### src/rtl/pipe_stage_reg.sv
// pipe_stage_reg: pipeline stage register with stall, flush and multi-cycle hold window.
// Optional PIPE_STAGE_REG_STALL_CNT_EN adds a saturating stall_cnt output.
module pipe_stage_reg #(
  parameter int WIDTH      = 32,
  parameter int CNT_W      = 6,
  parameter int MC_DEFAULT = 32
) (
  input  logic             clk,
  input  logic             rst,
  input  logic             en,
  input  logic             flush,
  input  logic [WIDTH-1:0] d_in,
  input  logic             valid_in,
  input  logic             mc_start,
  input  logic [CNT_W-1:0] mc_len,
  output logic [WIDTH-1:0] d_out,
  output logic             valid_out,
  output logic             mc_busy,
  output logic             mc_done
`ifdef PIPE_STAGE_REG_STALL_CNT_EN
  ,
  output logic [31:0]      stall_cnt
`endif
);
  typedef enum logic {IDLE, BUSY} state_t;
  state_t state_q, state_d;
  logic [CNT_W-1:0] cnt_q, cnt_d, len;
  logic [WIDTH-1:0] d_q, d_d;
  logic v_q, v_d, done_q, done_d, busy, last, load, start;
  assign busy  = state_q == BUSY;
  assign last  = busy && cnt_q == '0;
  assign load  = !flush && !busy && en;
  assign start = !flush && !busy && mc_start;
  assign len   = mc_len == '0 ? CNT_W'(MC_DEFAULT) : mc_len;
  always_comb begin
    d_d     = flush ? '0 : load ? d_in : d_q;
    v_d     = flush ? 1'b0 : load ? valid_in : v_q;
    done_d  = !flush && last;
    state_d = start ? BUSY : (flush || last) ? IDLE : state_q;
    cnt_d   = start ? len - CNT_W'(1) : flush ? '0 : (busy && !last) ? cnt_q - CNT_W'(1) : cnt_q;
  end
  always_ff @(posedge clk) begin
    if (rst) begin
      state_q <= IDLE;
      cnt_q   <= '0;
      d_q     <= '0;
      v_q     <= 1'b0;
      done_q  <= 1'b0;
    end else begin
      state_q <= state_d;
      cnt_q   <= cnt_d;
      d_q     <= d_d;
      v_q     <= v_d;
      done_q  <= done_d;
    end
  end
  assign d_out     = d_q;
  assign valid_out = v_q;
  assign mc_busy   = busy;
  assign mc_done   = done_q;
`ifdef PIPE_STAGE_REG_STALL_CNT_EN
  logic [31:0] stall_q;
  always_ff @(posedge clk) begin
    if (rst) stall_q <= '0;
    else if ((busy || !en) && stall_q != 32'hFFFF_FFFF) stall_q <= stall_q + 32'd1;
  end
  assign stall_cnt = stall_q;
`endif
endmodule

### config.mk
export PLATFORM = sky130hd
export DESIGN_NAME = pipe_stage_reg
export DESIGN_NICKNAME = d
export VERILOG_FILES = /design/src/rtl/pipe_stage_reg.sv
export SDC_FILE = /design/constraint.sdc
export NUM_CORES = 1
export LEC_CHECK = 0
export ABC_AREA = 1
export CAP_MARGIN = 10
export CELL_PAD_IN_SITES_DETAIL_PLACEMENT = 1
export CELL_PAD_IN_SITES_GLOBAL_PLACEMENT = 1
export CORE_MARGIN = 2
export CORE_UTILIZATION = 28
export DETAILED_ROUTE_END_ITERATION = 8
export GPL_TIMING_DRIVEN = 0
export PLACE_DENSITY_LB_ADDON = 0.1
export SLEW_MARGIN = 30
export SYNTH_ARGS = -nofsm -noshare
export SYNTH_HDL_FRONTEND = slang
export SYNTH_SLANG_ARGS = --single-unit
### constraint.sdc
create_clock -name clk -period 1.5 [get_ports clk]
set_clock_uncertainty 0.1 [all_clocks]
set_input_delay 0.3 -clock clk [delete_from_list [all_inputs] [get_ports clk]]
set_output_delay 0.3 -clock clk [all_outputs]
set_load 0.02 [all_outputs]
==> impl_metrics.csv, run 1 <==
group,metric,value,unit
run_status,run_status,"finished, final reports clean",
timing,worst_slew_pin_tran,0.260,ns
global_routing,all_layer_global_routing_usage,0.154,
clock_tree,clock-sinks,41,
power,power_density,851,nW/um^2
setup_path,maximum_cell_stage_delay_along_the_critical_path,0.53,ns
routing,average_wire_length_per_cell_after_detail_routing,12.8,um
timing,final.min_clock_period,1.41,ns
setup_path,cp-end-kind,"flip-flop",
setup_path,r2r-start,"cnt_q[0]$_SDFFE_PP0P_",
clock_tree,clock-root-buffer,"sky130_fd_sc_hd__clkbuf_8",
clock_tree,clock_insertion_delay_worst_skew,0.29,ns
logic_synthesis,yosys_register_bits,41,
floorplanning,chipWidth,82.6,um
floorplanning,die_height,82.6,um
layout,drive_gt1_frac,0.146,
power,total_leakage_power,1.26,nW
routing,route.detailed.drc,0,
global_routing,grt_first_pass_wirelength,8.07,mm
clock_tree,cts_inserted_buffers,5,
floorplanning,initial_core_utilization,0.290,
setup_path,critical_path_arrival,1.49,ns
timing,timing.max_slew.rel_slack,0.828,
layout,ff_latch_area,825,um^2
floorplanning,io-pin-count,79,
placed_design,gp_congestion,0.751,
setup_path,timing.critical_path.slowest_stage_cell,"sky130_fd_sc_hd__clkdlybuf4s50_1",
timing,report.final.hold_viol_count,0,
routing,drt-pass1-iter-count,4,
power,net-switching-power,661,uW
global_routing,grt-ovfl-total,0,
placed_design,numPortBuffers,78,
power,sw_frac,0.282,
timing,setup-tns-final,0,ns
logic_synthesis,syn_area_per_cell,7.55,um^2
routing,detail-route-antenna-nets,0,
logic_synthesis,post_synth_instance_area,1730,um^2
power,irDropWorstVdd,0.439,mV
setup_path,worst_r2r_endpoint,"cnt_q[5]$_SDFFE_PP0P_",
floorplanning,die_footprint,6820,um^2
setup_path,crit_family,"buffers and inverters",
layout,antennaDiodeCount,0,
power,part_of_the_power_in_combinational_logic,0.203,
global_routing,maximum_number_of_pins_on_one_net_before_global_route_repair,13,
clock_tree,cts_max_path_buffers,2,
logic_synthesis,synthCells,229,
timing,max_clock_freq,711,MHz
timing,timing.final.max_slew_violations,0,
floorplanning,row_count,28,
setup_path,crit_chain,"clkdlybuf4s50_1 > inv_1 > nand2_2 > buf_2 > a21oi_1",
clock_tree,cts.htree.levels,2,
timing,finalSetupViolations,0,
timing,grt_setup_unrepaired,"no",
setup_path,cp.depth,5,
power,power.sequential.fraction,0.495,
setup_path,crit_required,1.58,ns
logic_synthesis,synth-seq-area-share,0.475,
routing,drt_wl_total,5.06,mm
routing,drt-vias-per-instance,4.55,
routing,drt-initial-drc-count,31,
setup_path,cp_num_buf_inv,3,
power,design_power_total,2.35,mW
timing,fin_crit_sh,0.937,
setup_path,critical_path.max_fanout,10,
setup_path,reg2reg_depth,8,
logic_synthesis,yosys_warnings,0,
routing,num_vias,1801,
layout,nFillCells,753,
logic_synthesis,synth.lib_cells_used.distinct,24,
layout,layout-area-overhead-vs-synth,59.7,%
setup_path,startpoint_type,"input port",
power,clock_power_share,0.302,
worst_hold_path,timing.hold.worst.class,"in2reg",
setup_path,worstSetupEndpoint,"d_out[30]$_SDFFE_PP0P_",
run,drv.max_cap_violation_count,0,
setup_path,critical_path.startpoint,"rst",
layout,area_used_by_multi_input_combinational_logic,841,um^2
power,p_int,1.69,mW
global_routing,first_global_vias,1800,
floorplanning,core,5960,um^2
clock_tree,clock_transition_at_the_registers_of_the_reported_paths,0.08,ns
logic_synthesis,postSynthNetCount,276,
global_routing,antenna_found_initial,0,
setup_path,timing_worst_setup_path_type,"in2reg",
placed_design,hpwlAfterDp,3.62,mm
layout,fin_nets,367,
clock_tree,cts_tree,"yes",
setup_path,ff2ff_setup_slack,0.12,ns
==> layer usage <==
| layer | GRT usage | wire length [um] | vias up | share of wire |
|---|---|---|---|---|
| li1 | - | - | 919 | - |
| met1 | 0.177 | 2250 | 830 | 0.44 |
| met2 | 0.281 | 2420 | 47 | 0.48 |
| met3 | 0.0380 | 339 | 5 | 0.067 |
| met4 | 0.0443 | 50 | 0 | 0.0099 |
| met5 | 0 | 0 | - | 0 |
==> through the flow <==
stage | instances | util | hold slack [ns] | instance area [um^2] | worst slack (ns)
floorplan | 229 | - | 0.276 | 1730 | 0.181
global placement | 382 | 0.437 | 0.350 | 2600 | -0.408
detailed placement | 382 | 0.437 | 0.358 | 2600 | -0.429
CTS | 390 | 0.447 | 0.368 | 2660 | 0.0173
global route | 396 | 0.463 | 0.359 | 2760 | 0.00287
finish | 396 | 0.463 | 0.339 | 2760 | 0.0942
==> cells in the final DEF (no fill, tap or decap), types with 3 or more instances in the layout <==
cell                              Yosys  final
sky130_fd_sc_hd__inv_1               14     10
sky130_fd_sc_hd__nor2_1               9      7
sky130_fd_sc_hd__dfxtp_2              0      3
sky130_fd_sc_hd__o21ai_0              5      3
sky130_fd_sc_hd__nand4_1              3      3
sky130_fd_sc_hd__nand2_4              3      3
sky130_fd_sc_hd__xor2_1               3      3
sky130_fd_sc_hd__nand3_1              5      3
sky130_fd_sc_hd__nand2_1             76     74
sky130_fd_sc_hd__o21ai_1              3      5
sky130_fd_sc_hd__dlymetal6s2s_1       0      6
sky130_fd_sc_hd__dlygate4sd2_1        0     34
sky130_fd_sc_hd__buf_4                3      9
sky130_fd_sc_hd__clkdlybuf4s50_1      0     37
sky130_fd_sc_hd__nand2_2              2      4
sky130_fd_sc_hd__nor2_4               1      3
sky130_fd_sc_hd__a21oi_1             41     41
sky130_fd_sc_hd__buf_2                6      5
sky130_fd_sc_hd__inv_2                3      7
sky130_fd_sc_hd__clkbuf_8             0      5
sky130_fd_sc_hd__dfxtp_1             41     38
==> cell families after synthesis <==
family	after synthesis	synth area share
flops	41	0.475
buf+inv	26	0.0673
simple gates	102	0.254
xor+xnor	4	0.0203
fa+ha+maj	3	0.0217
compound gates	53	0.161
==> layout make-up <==
cell class	count	area share
clock buffers	6	0.0263
flip-flops and latches	41	0.299
multi-input cells	162	0.305
clock inverters	2	0.00363
well taps	75	0.0340
inverters	17	0.0231
plain buffers	9	0.0200
repair buffers	84	0.289
==> worst min path at each step <==
stage                                   endpoint              startpoint  depth (start not counted)
after floorplan            cnt_q[2]$_SDFFE_PP0P_                     rst                          1
after global placement    valid_out$_SDFFE_PP0P_  valid_out$_SDFFE_PP0P_                          2
after detailed placement  d_out[16]$_SDFFE_PP0P_  d_out[16]$_SDFFE_PP0P_                          2
after CTS                  d_out[4]$_SDFFE_PP0P_   d_out[4]$_SDFFE_PP0P_                          2
after global routing        mc_busy$_SDFFE_PP0P_                   flush                          4
final                       mc_busy$_SDFFE_PP0P_                   flush                          4
==> tightest hold or removal path, cell delays in order <==
cell and delay [ns]:
sky130_fd_sc_hd__dlymetal6s2s_1 0.14, sky130_fd_sc_hd__nor2_4 0.07, sky130_fd_sc_hd__nand2_4 0.10, sky130_fd_sc_hd__o22ai_1 0.08
==> flip-flops by register name, indices dropped and copies added, names as in the netlist <==
register / count
d_out: 32
mc_done: 1
cnt_q: 6
valid_out: 1
mc_busy: 1
==> power groups by stage <==
| stage | Clock (mW) | Sequential (mW) | Combinational [mW] |
|---|---|---|---|
| 2_1_floorplan | 0 | 1.20 | 0.221 |
| 3_3_place_gp | 0 | 1.18 | 0.462 |
| 3_5_place_dp | 0 | 1.18 | 0.464 |
| 4_1_cts | 0.736 | 1.16 | 0.458 |
| 5_1_grt | 0.791 | 1.17 | 0.536 |
| 6_report | 0.710 | 1.16 | 0.477 |
==> cell usage after synthesis <==
library cell               number  share of area
sky130_fd_sc_hd__nor3b_1        1         0.0043
sky130_fd_sc_hd__ha_1           3          0.022
sky130_fd_sc_hd__a21oi_1       41           0.12
sky130_fd_sc_hd__o21ai_0        5          0.014
sky130_fd_sc_hd__buf_2          6          0.017
sky130_fd_sc_hd__nand2_4        3          0.020
sky130_fd_sc_hd__dfxtp_1       41           0.48
sky130_fd_sc_hd__xor2_1         3          0.015
sky130_fd_sc_hd__nand2_1       76           0.17
sky130_fd_sc_hd__a311oi_2       1         0.0087
sky130_fd_sc_hd__inv_1         14          0.030
sky130_fd_sc_hd__nand4_1        3          0.011
sky130_fd_sc_hd__nor2_4         1         0.0065
sky130_fd_sc_hd__nand2_2        2         0.0072
sky130_fd_sc_hd__a31oi_1        1         0.0036
sky130_fd_sc_hd__inv_2          3         0.0065
sky130_fd_sc_hd__nor3_1         1         0.0029
sky130_fd_sc_hd__xnor2_1        1         0.0051
sky130_fd_sc_hd__o21ai_1        3         0.0087
sky130_fd_sc_hd__buf_4          3          0.013
sky130_fd_sc_hd__o22ai_1        2         0.0072
sky130_fd_sc_hd__nor2_2         1         0.0036
sky130_fd_sc_hd__nand3_1        5          0.014
sky130_fd_sc_hd__nor2_1         9          0.020
==> repair_timing <==
action                     in CTS  in global routing
hold buffers                    0                  0
setup endpoints to repair      54                 35
buffers inserted                0                  6
pin swaps                       1                  9
gates resized for setup        41                 22
(Power assumes the default switching activity.)
==> run 2, diff against run 1 <==
--- a/config.mk
+++ b/config.mk
@@ -5,11 +5,11 @@
 export SDC_FILE = /design/constraint.sdc
 export NUM_CORES = 1
 export LEC_CHECK = 0
-export ABC_AREA = 1
-export CAP_MARGIN = 10
+export ABC_AREA = 0
+export CAP_MARGIN = 20
 export CELL_PAD_IN_SITES_DETAIL_PLACEMENT = 1
 export CELL_PAD_IN_SITES_GLOBAL_PLACEMENT = 1
-export CORE_MARGIN = 2
+export CORE_MARGIN = 4
 export CORE_UTILIZATION = 28
 export DETAILED_ROUTE_END_ITERATION = 8
 export GPL_TIMING_DRIVEN = 0
==> impl_metrics.csv, run 2 <==
group,metric,value,unit
run_status,run_status,"finished, violations left",
run_status,failing_checks,"negative setup slack",
layout,ff_latch_area,827,um^2
global_routing,first_global_vias,1871,
floorplanning,io-pin-count,79,
logic_synthesis,synth.lib_cells_used.distinct,37,
setup_path,critical_path.max_fanout,4,
floorplanning,die_height,86.3,um
timing,report.final.hold_viol_count,0,
routing,drt-vias-per-instance,4.70,
routing,drt_wl_total,5.45,mm
logic_synthesis,synth-edff-count,0,
routing,drt-pass1-iter-count,4,
layout,antennaDiodeCount,0,
clock_tree,clock_insertion_delay_worst_skew,0.29,ns
layout,fin_nets,354,
power,power_density,898,nW/um^2
timing,fin_crit_sh,1.17,
logic_synthesis,synthCells,218,
logic_synthesis,ys_top_cells_by_area,"sky130_fd_sc_hd__dfxtp_1 48%, sky130_fd_sc_hd__nand2_1 16%, sky130_fd_sc_hd__a21oi_1 11%",
logic_synthesis,synth-seq-area-share,0.478,
layout,layout-area-overhead-vs-synth,64.9,%
timing,timing.final.max_slew_violations,0,
setup_path,crit_required,1.57,ns
layout,nFillCells,725,
global_routing,antenna_found_initial,0,
logic_synthesis,dominantRegCellSynth,"sky130_fd_sc_hd__dfxtp_1",
timing,fin_hold_ws,0.269,ns
clock_tree,cts_max_path_buffers,2,
logic_synthesis,synth.most_common_cell,"sky130_fd_sc_hd__nand2_1",
floorplanning,die_footprint,7450,um^2
routing,route.detailed.drc,0,
setup_path,timing.critical_path.slowest_stage_cell,"sky130_fd_sc_hd__or4b_4",
clock_tree,clock_transition_at_the_registers_of_the_reported_paths,0.08,ns
logic_synthesis,syn_area_per_cell,7.87,um^2
layout,drive_gt1_frac,0.162,
layout,layout_commonest_cell,"sky130_fd_sc_hd__nand2_1",
clock_tree,cts.htree.levels,2,
power,total_leakage_power,1.19,nW
power,p_int,1.91,mW
logic_synthesis,postSynthNetCount,265,
power,design_power_total,2.54,mW
clock_tree,clock-root-buffer,"sky130_fd_sc_hd__clkbuf_8",
clock_tree,clock-sinks,41,
setup_path,crit_chain,"inv_4 > ha_4 > or4b_4 > buf_4 > buf_6 > a211oi_2 > a211oi_1",
logic_synthesis,synthArstFlopShare,0,
timing,grt_setup_unrepaired,"yes",
setup_path,timing_worst_setup_path_type,"reg2reg",
setup_path,critical_path_arrival,1.83,ns
global_routing,grt-ovfl-total,0,
clock_tree,cts_tree,"yes",
clock_tree,cts_inserted_buffers,5,
setup_path,maximum_cell_stage_delay_along_the_critical_path,0.50,ns
global_routing,all_layer_global_routing_usage,0.147,
logic_synthesis,synth_largest_type_area_fraction,0.478,
power,clock_power_share,0.363,
floorplanning,chipWidth,86.3,um
routing,detail-route-antenna-nets,0,
setup_path,reg2reg_depth,7,
global_routing,grt_first_pass_wirelength,8.85,mm
floorplanning,core,5920,um^2
placed_design,post_dp_cell_area,2610,um^2
timing,setup-tns-final,-1.49,ns
logic_synthesis,post_synth_instance_area,1720,um^2
setup_path,startpoint_type,"flip-flop",
floorplanning,row_count,28,
timing,final.min_clock_period,1.76,ns
power,irDropWorstVdd,0.467,mV
layout,mostFrequentLayoutCells,"69 x sky130_fd_sc_hd__nand2_1, 41 x sky130_fd_sc_hd__clkdlybuf4s50_1, 38 x sky130_fd_sc_hd__dfxtp_1",
routing,average_wire_length_per_cell_after_detail_routing,14.2,um
global_routing,maximum_number_of_pins_on_one_net_before_global_route_repair,13,
power,net-switching-power,630,uW
logic_synthesis,commonest_cells_in_the_netlist,"71 x sky130_fd_sc_hd__nand2_1, 41 x sky130_fd_sc_hd__dfxtp_1, 37 x sky130_fd_sc_hd__a21oi_1",
timing,worst_slew_pin_tran,0.311,ns
layout,area_used_by_multi_input_combinational_logic,902,um^2
floorplanning,initial_core_utilization,0.290,
power,power.sequential.fraction,0.451,
layout,fin_area,2830,um^2
timing,max_clock_freq,569,MHz
layout,final_core_density,0.478,
logic_synthesis,yosys_warnings,0,
timing,finalSetupViolations,7,
timing,timing.max_slew.rel_slack,0.792,
worst_hold_path,timing.hold.worst.class,"in2reg",
placed_design,gp_congestion,0.791,
layout,largest_register_ff_count,32,
routing,drt-initial-drc-count,26,
routing,num_vias,1800,
setup_path,cp-end-kind,"flip-flop",
logic_synthesis,synth_top_area_cell,"sky130_fd_sc_hd__dfxtp_1",
placed_design,hpwlAfterDp,4.03,mm
worst_hold_path,hold-path-cell-count,2,
power,sw_frac,0.248,
placed_design,numPortBuffers,78,
logic_synthesis,yosys_register_bits,41,
timing,post_layout_worst_setup_margin,-0.258,ns
power,part_of_the_power_in_combinational_logic,0.186,
run,drv.max_cap_violation_count,0,
[run 2: final timing paths]
kind                              start               endpoint  slack, ns
setup reg to reg  cnt_q[0]$_SDFFE_PP0P_  cnt_q[5]$_SDFFE_PP0P_      -0.26
hold reg to reg   d_out[2]$_SDFFE_PP0P_  d_out[2]$_SDFFE_PP0P_       0.35
hold / removal                      rst   mc_busy$_SDFFE_PP0P_       0.27
setup / recovery  cnt_q[0]$_SDFFE_PP0P_  cnt_q[5]$_SDFFE_PP0P_      -0.26
[run 2: final cells by class]
class / instances / share of cell area
clock buffer: 7 / 0.0305
sequential: 41 / 0.292
tap: 75 / 0.0331
timing repair buffer: 84 / 0.278
inverter: 7 / 0.0102
buffer: 11 / 0.0270
clock inverter: 1 / 0.0106
multi-input combinational: 157 / 0.319
[run 2: cell families (layout without fill, tap and decap cells)]
| family | Yosys count | count (layout) | share of synthesized area |
|---|---|---|---|
| buf+inv | 20 | 110 | 0.0488 |
| compound gates | 54 | 54 | 0.180 |
| mux | 1 | 1 | 0.00656 |
| flops | 41 | 41 | 0.478 |
| xor+xnor | 3 | 3 | 0.0153 |
| fa+ha+maj | 3 | 3 | 0.0219 |
| simple gates | 96 | 96 | 0.249 |
[run 2: per-stage QoR]
step                      worst slack, ns  std cells
after floorplan                    -0.125        218
after global placement             -0.702        371
after detailed placement           -0.746        371
after CTS                          -0.257        381
after global routing               -0.328        383
final                              -0.258        383
[run 2: critical path: cells and delay by family (launching register included)]
kind	cells	cell delay, ns
AND/OR/NAND/NOR	1	0.50
flip-flops	1	0.36
buffers and inverters	3	0.34
AO/OA/AOI/OAI	2	0.24
adder cells (fa/ha/maj)	1	0.10
[run 2: repair_timing]
action | CTS | global route
pin swaps | 3 | 8
endpoints found under the setup margin | 74 | 37
hold buffers | 0 | 0
hold endpoints to repair | 0 | 0
gates resized for setup | 55 | 21
buffers inserted | 4 | 2
[run 2: power by group through the flow]
stage                     clock (mW)  sequential [mW]  combinational (mW)
final                          0.923             1.15               0.472
after detailed placement           0             1.17               0.421
after floorplan                    0             1.19               0.181
after global routing            1.00             1.15               0.517
after global placement             0             1.17               0.417
after CTS                      0.960             1.14               0.436
[run 2: per-layer routing]
layer  vias to the layer above  part of all wire  routed length, um  GRT usage
met5                         -                 0                  0          0
met4                         0            0.0046                 25     0.0382
met3                         2             0.057                313     0.0314
met2                        52              0.49               2680      0.251
met1                       837              0.45               2430      0.190
li1                        909                 -                  -          -
==> run 3, diff against run 2 <==
--- a/config.mk
+++ b/config.mk
@@ -7,10 +7,10 @@
 export LEC_CHECK = 0
 export ABC_AREA = 0
 export CAP_MARGIN = 20
-export CELL_PAD_IN_SITES_DETAIL_PLACEMENT = 1
-export CELL_PAD_IN_SITES_GLOBAL_PLACEMENT = 1
+export CELL_PAD_IN_SITES_DETAIL_PLACEMENT = 0
+export CELL_PAD_IN_SITES_GLOBAL_PLACEMENT = 2
 export CORE_MARGIN = 4
-export CORE_UTILIZATION = 28
+export CORE_UTILIZATION = 22
 export DETAILED_ROUTE_END_ITERATION = 8
 export GPL_TIMING_DRIVEN = 0
 export PLACE_DENSITY_LB_ADDON = 0.1
==> impl_metrics.csv, run 3 (synthesis gave the netlist of run 2 again) <==
group,metric,value,unit
run_status,run_status,"finished, violations left",
run_status,failing_checks,"negative setup slack",
floorplanning,die_height,96.3,um
layout,layout-area-overhead-vs-synth,65.7,%
global_routing,first_global_vias,1680,
routing,drt-pass1-iter-count,4,
routing,drt_wl_total,5.29,mm
setup_path,critical_path_arrival,1.84,ns
worst_hold_path,hold-path-cell-count,2,
layout,mostFrequentLayoutCells,"69 x sky130_fd_sc_hd__nand2_1, 40 x sky130_fd_sc_hd__clkdlybuf4s50_1, 38 x sky130_fd_sc_hd__dfxtp_1",
worst_hold_path,hold_path_end,"cnt_q[4]$_SDFFE_PP0P_",
floorplanning,io-pin-count,79,
setup_path,timing.critical_path.slowest_stage_cell,"sky130_fd_sc_hd__or4b_4",
floorplanning,chipWidth,96.3,um
global_routing,grt-ovfl-total,0,
global_routing,all_layer_global_routing_usage,0.113,
layout,fin_nets,354,
timing,fin_crit_sh,1.18,
placed_design,dpl_worst_slack,-0.797,ns
timing,post_layout_worst_setup_margin,-0.263,ns
timing,timing.max_slew.rel_slack,0.728,
clock_tree,cts_inserted_buffers,5,
timing,worst_slew_pin_tran,0.405,ns
floorplanning,die_footprint,9280,um^2
setup_path,critical_path.max_fanout,4,
layout,largest_register_ff_count,32,
routing,num_vias,1736,
setup_path,startpoint_type,"flip-flop",
placed_design,placed_cells_incl_taps,395,
setup_path,worst_r2r_endpoint,"cnt_q[0]$_SDFFE_PP0P_",
routing,average_wire_length_per_cell_after_detail_routing,13.0,um
worst_hold_path,hold_path_startpoint,"rst",
layout,antennaDiodeCount,0,
global_routing,antenna_found_initial,0,
timing,grt_setup_unrepaired,"yes",
power,irDropWorstVdd,0.307,mV
setup_path,r2r-start,"cnt_q[0]$_SDFFE_PP0P_",
floorplanning,core,7410,um^2
floorplanning,initial_core_utilization,0.232,
clock_tree,clock_insertion_delay_worst_skew,0.28,ns
global_routing,grt_first_pass_wirelength,8.03,mm
timing,report.final.hold_viol_count,0,
timing,finalSetupViolations,8,
setup_path,reg2reg_depth,6,
floorplanning,row_count,31,
timing,timing.final.max_slew_violations,0,
setup_path,cp-end-kind,"flip-flop",
clock_tree,clock_transition_at_the_registers_of_the_reported_paths,0.07,ns
routing,detail-route-antenna-nets,0,
placed_design,numPortBuffers,78,
clock_tree,cts.htree.levels,2,
routing,drt-vias-per-instance,4.28,
setup_path,crit_required,1.58,ns
clock_tree,clock-root-buffer,"sky130_fd_sc_hd__clkbuf_8",
timing,max_clock_freq,567,MHz
routing,drt-initial-drc-count,54,
clock_tree,clock-sinks,41,
worst_hold_path,timing.hold.worst.class,"in2reg",
routing,route.detailed.drc,0,
layout,layout_commonest_cell,"sky130_fd_sc_hd__nand2_1",
setup_path,timing_worst_setup_path_type,"reg2reg",
placed_design,hpwlAfterDp,3.73,mm
setup_path,crit_chain,"inv_2 > ha_4 > or4b_4 > o21ai_4 > nand2_2 > o211a_1",
placed_design,gp_congestion,0.747,
power,total_leakage_power,1.18,nW
setup_path,ff2ff_setup_slack,-0.26,ns
global_routing,maximum_number_of_pins_on_one_net_before_global_route_repair,13,
placed_design,post_dp_cell_area,2640,um^2
setup_path,maximum_cell_stage_delay_along_the_critical_path,0.50,ns
power,power_density,826,nW/um^2
timing,fin_hold_ws,0.317,ns
run,drv.max_cap_violation_count,0,
clock_tree,cts-hold-fix-buffers,0,
layout,fin_area,2850,um^2
clock_tree,cts_tree,"yes",
timing,final.min_clock_period,1.76,ns
clock_tree,cts_max_path_buffers,2,
layout,final_core_density,0.384,
layout,final-instance-count-excl-fill,406,
layout,drive_gt1_frac,0.169,
run 3: critical path: cells and delay by family (launching register included):
kind	cells	cell delay, ns
flip-flops	1	0.33
AO/OA/AOI/OAI	2	0.45
AND/OR/NAND/NOR	2	0.59
adder cells (fa/ha/maj)	1	0.12
buffers and inverters	1	0.08
run 3: how the worst max path moves through the flow:
| stage | from | endpoint | slack (ns) | cells after the start |
|---|---|---|---|---|
| 6_report | cnt_q[0]$_SDFFE_PP0P_ | cnt_q[0]$_SDFFE_PP0P_ | -0.26 | 6 |
| 4_1_cts | cnt_q[0]$_SDFFE_PP0P_ | cnt_q[0]$_SDFFE_PP0P_ | -0.21 | 6 |
| 5_1_grt | cnt_q[0]$_SDFFE_PP0P_ | cnt_q[0]$_SDFFE_PP0P_ | -0.33 | 6 |
| 3_5_place_dp | rst | d_out[28]$_SDFFE_PP0P_ | -0.80 | 5 |
| 2_1_floorplan | cnt_q[0]$_SDFFE_PP0P_ | cnt_q[4]$_SDFFE_PP0P_ | -0.13 | 6 |
| 3_3_place_gp | rst | valid_out$_SDFFE_PP0P_ | -0.81 | 5 |
run 3: per-layer routing:
layer | part of all wire | track usage
met3 | 0.068 | 0.0352
met1 | 0.46 | 0.143
met4 | 0.0057 | 0.0350
met2 | 0.47 | 0.182
met5 | 0 | 0
run 3: final cells by class:
| cell class | instances | area, um^2 |
|---|---|---|
| buffer | 11 | 76.3 |
| fill | 789 | 4560 |
| tap | 99 | 124 |
| sequential | 41 | 825 |
| clock inverter | 1 | 7.51 |
| clock buffer | 6 | 82.6 |
| timing repair buffer | 84 | 782 |
| multi-input combinational | 157 | 922 |
| inverter | 7 | 26.3 |
run 3: per-stage QoR:
stage          power (mW)  setup TNS (ns)
2_1_floorplan        1.38          -0.700
3_3_place_gp         1.60          -28.90
3_5_place_dp         1.59          -28.39
4_1_cts              2.39           -3.46
5_1_grt              2.48           -2.16
6_report             2.35           -1.31
run 3: power by group:
part           total (mW)  internal, mW  leakage [nW]  switching [mW]
logic               0.474         0.247         0.800           0.227
clock network       0.731         0.364        0.0433           0.368
registers            1.15          1.12         0.334          0.0250
total                2.35          1.73          1.18           0.619
run 3: what timing repair did:
action,CTS,global route
buffers inserted,4,2
gates resized for setup,62,15
endpoints found under the hold margin,0,0
gates cloned,0,0
pin swaps,8,6
setup endpoints to repair,76,38
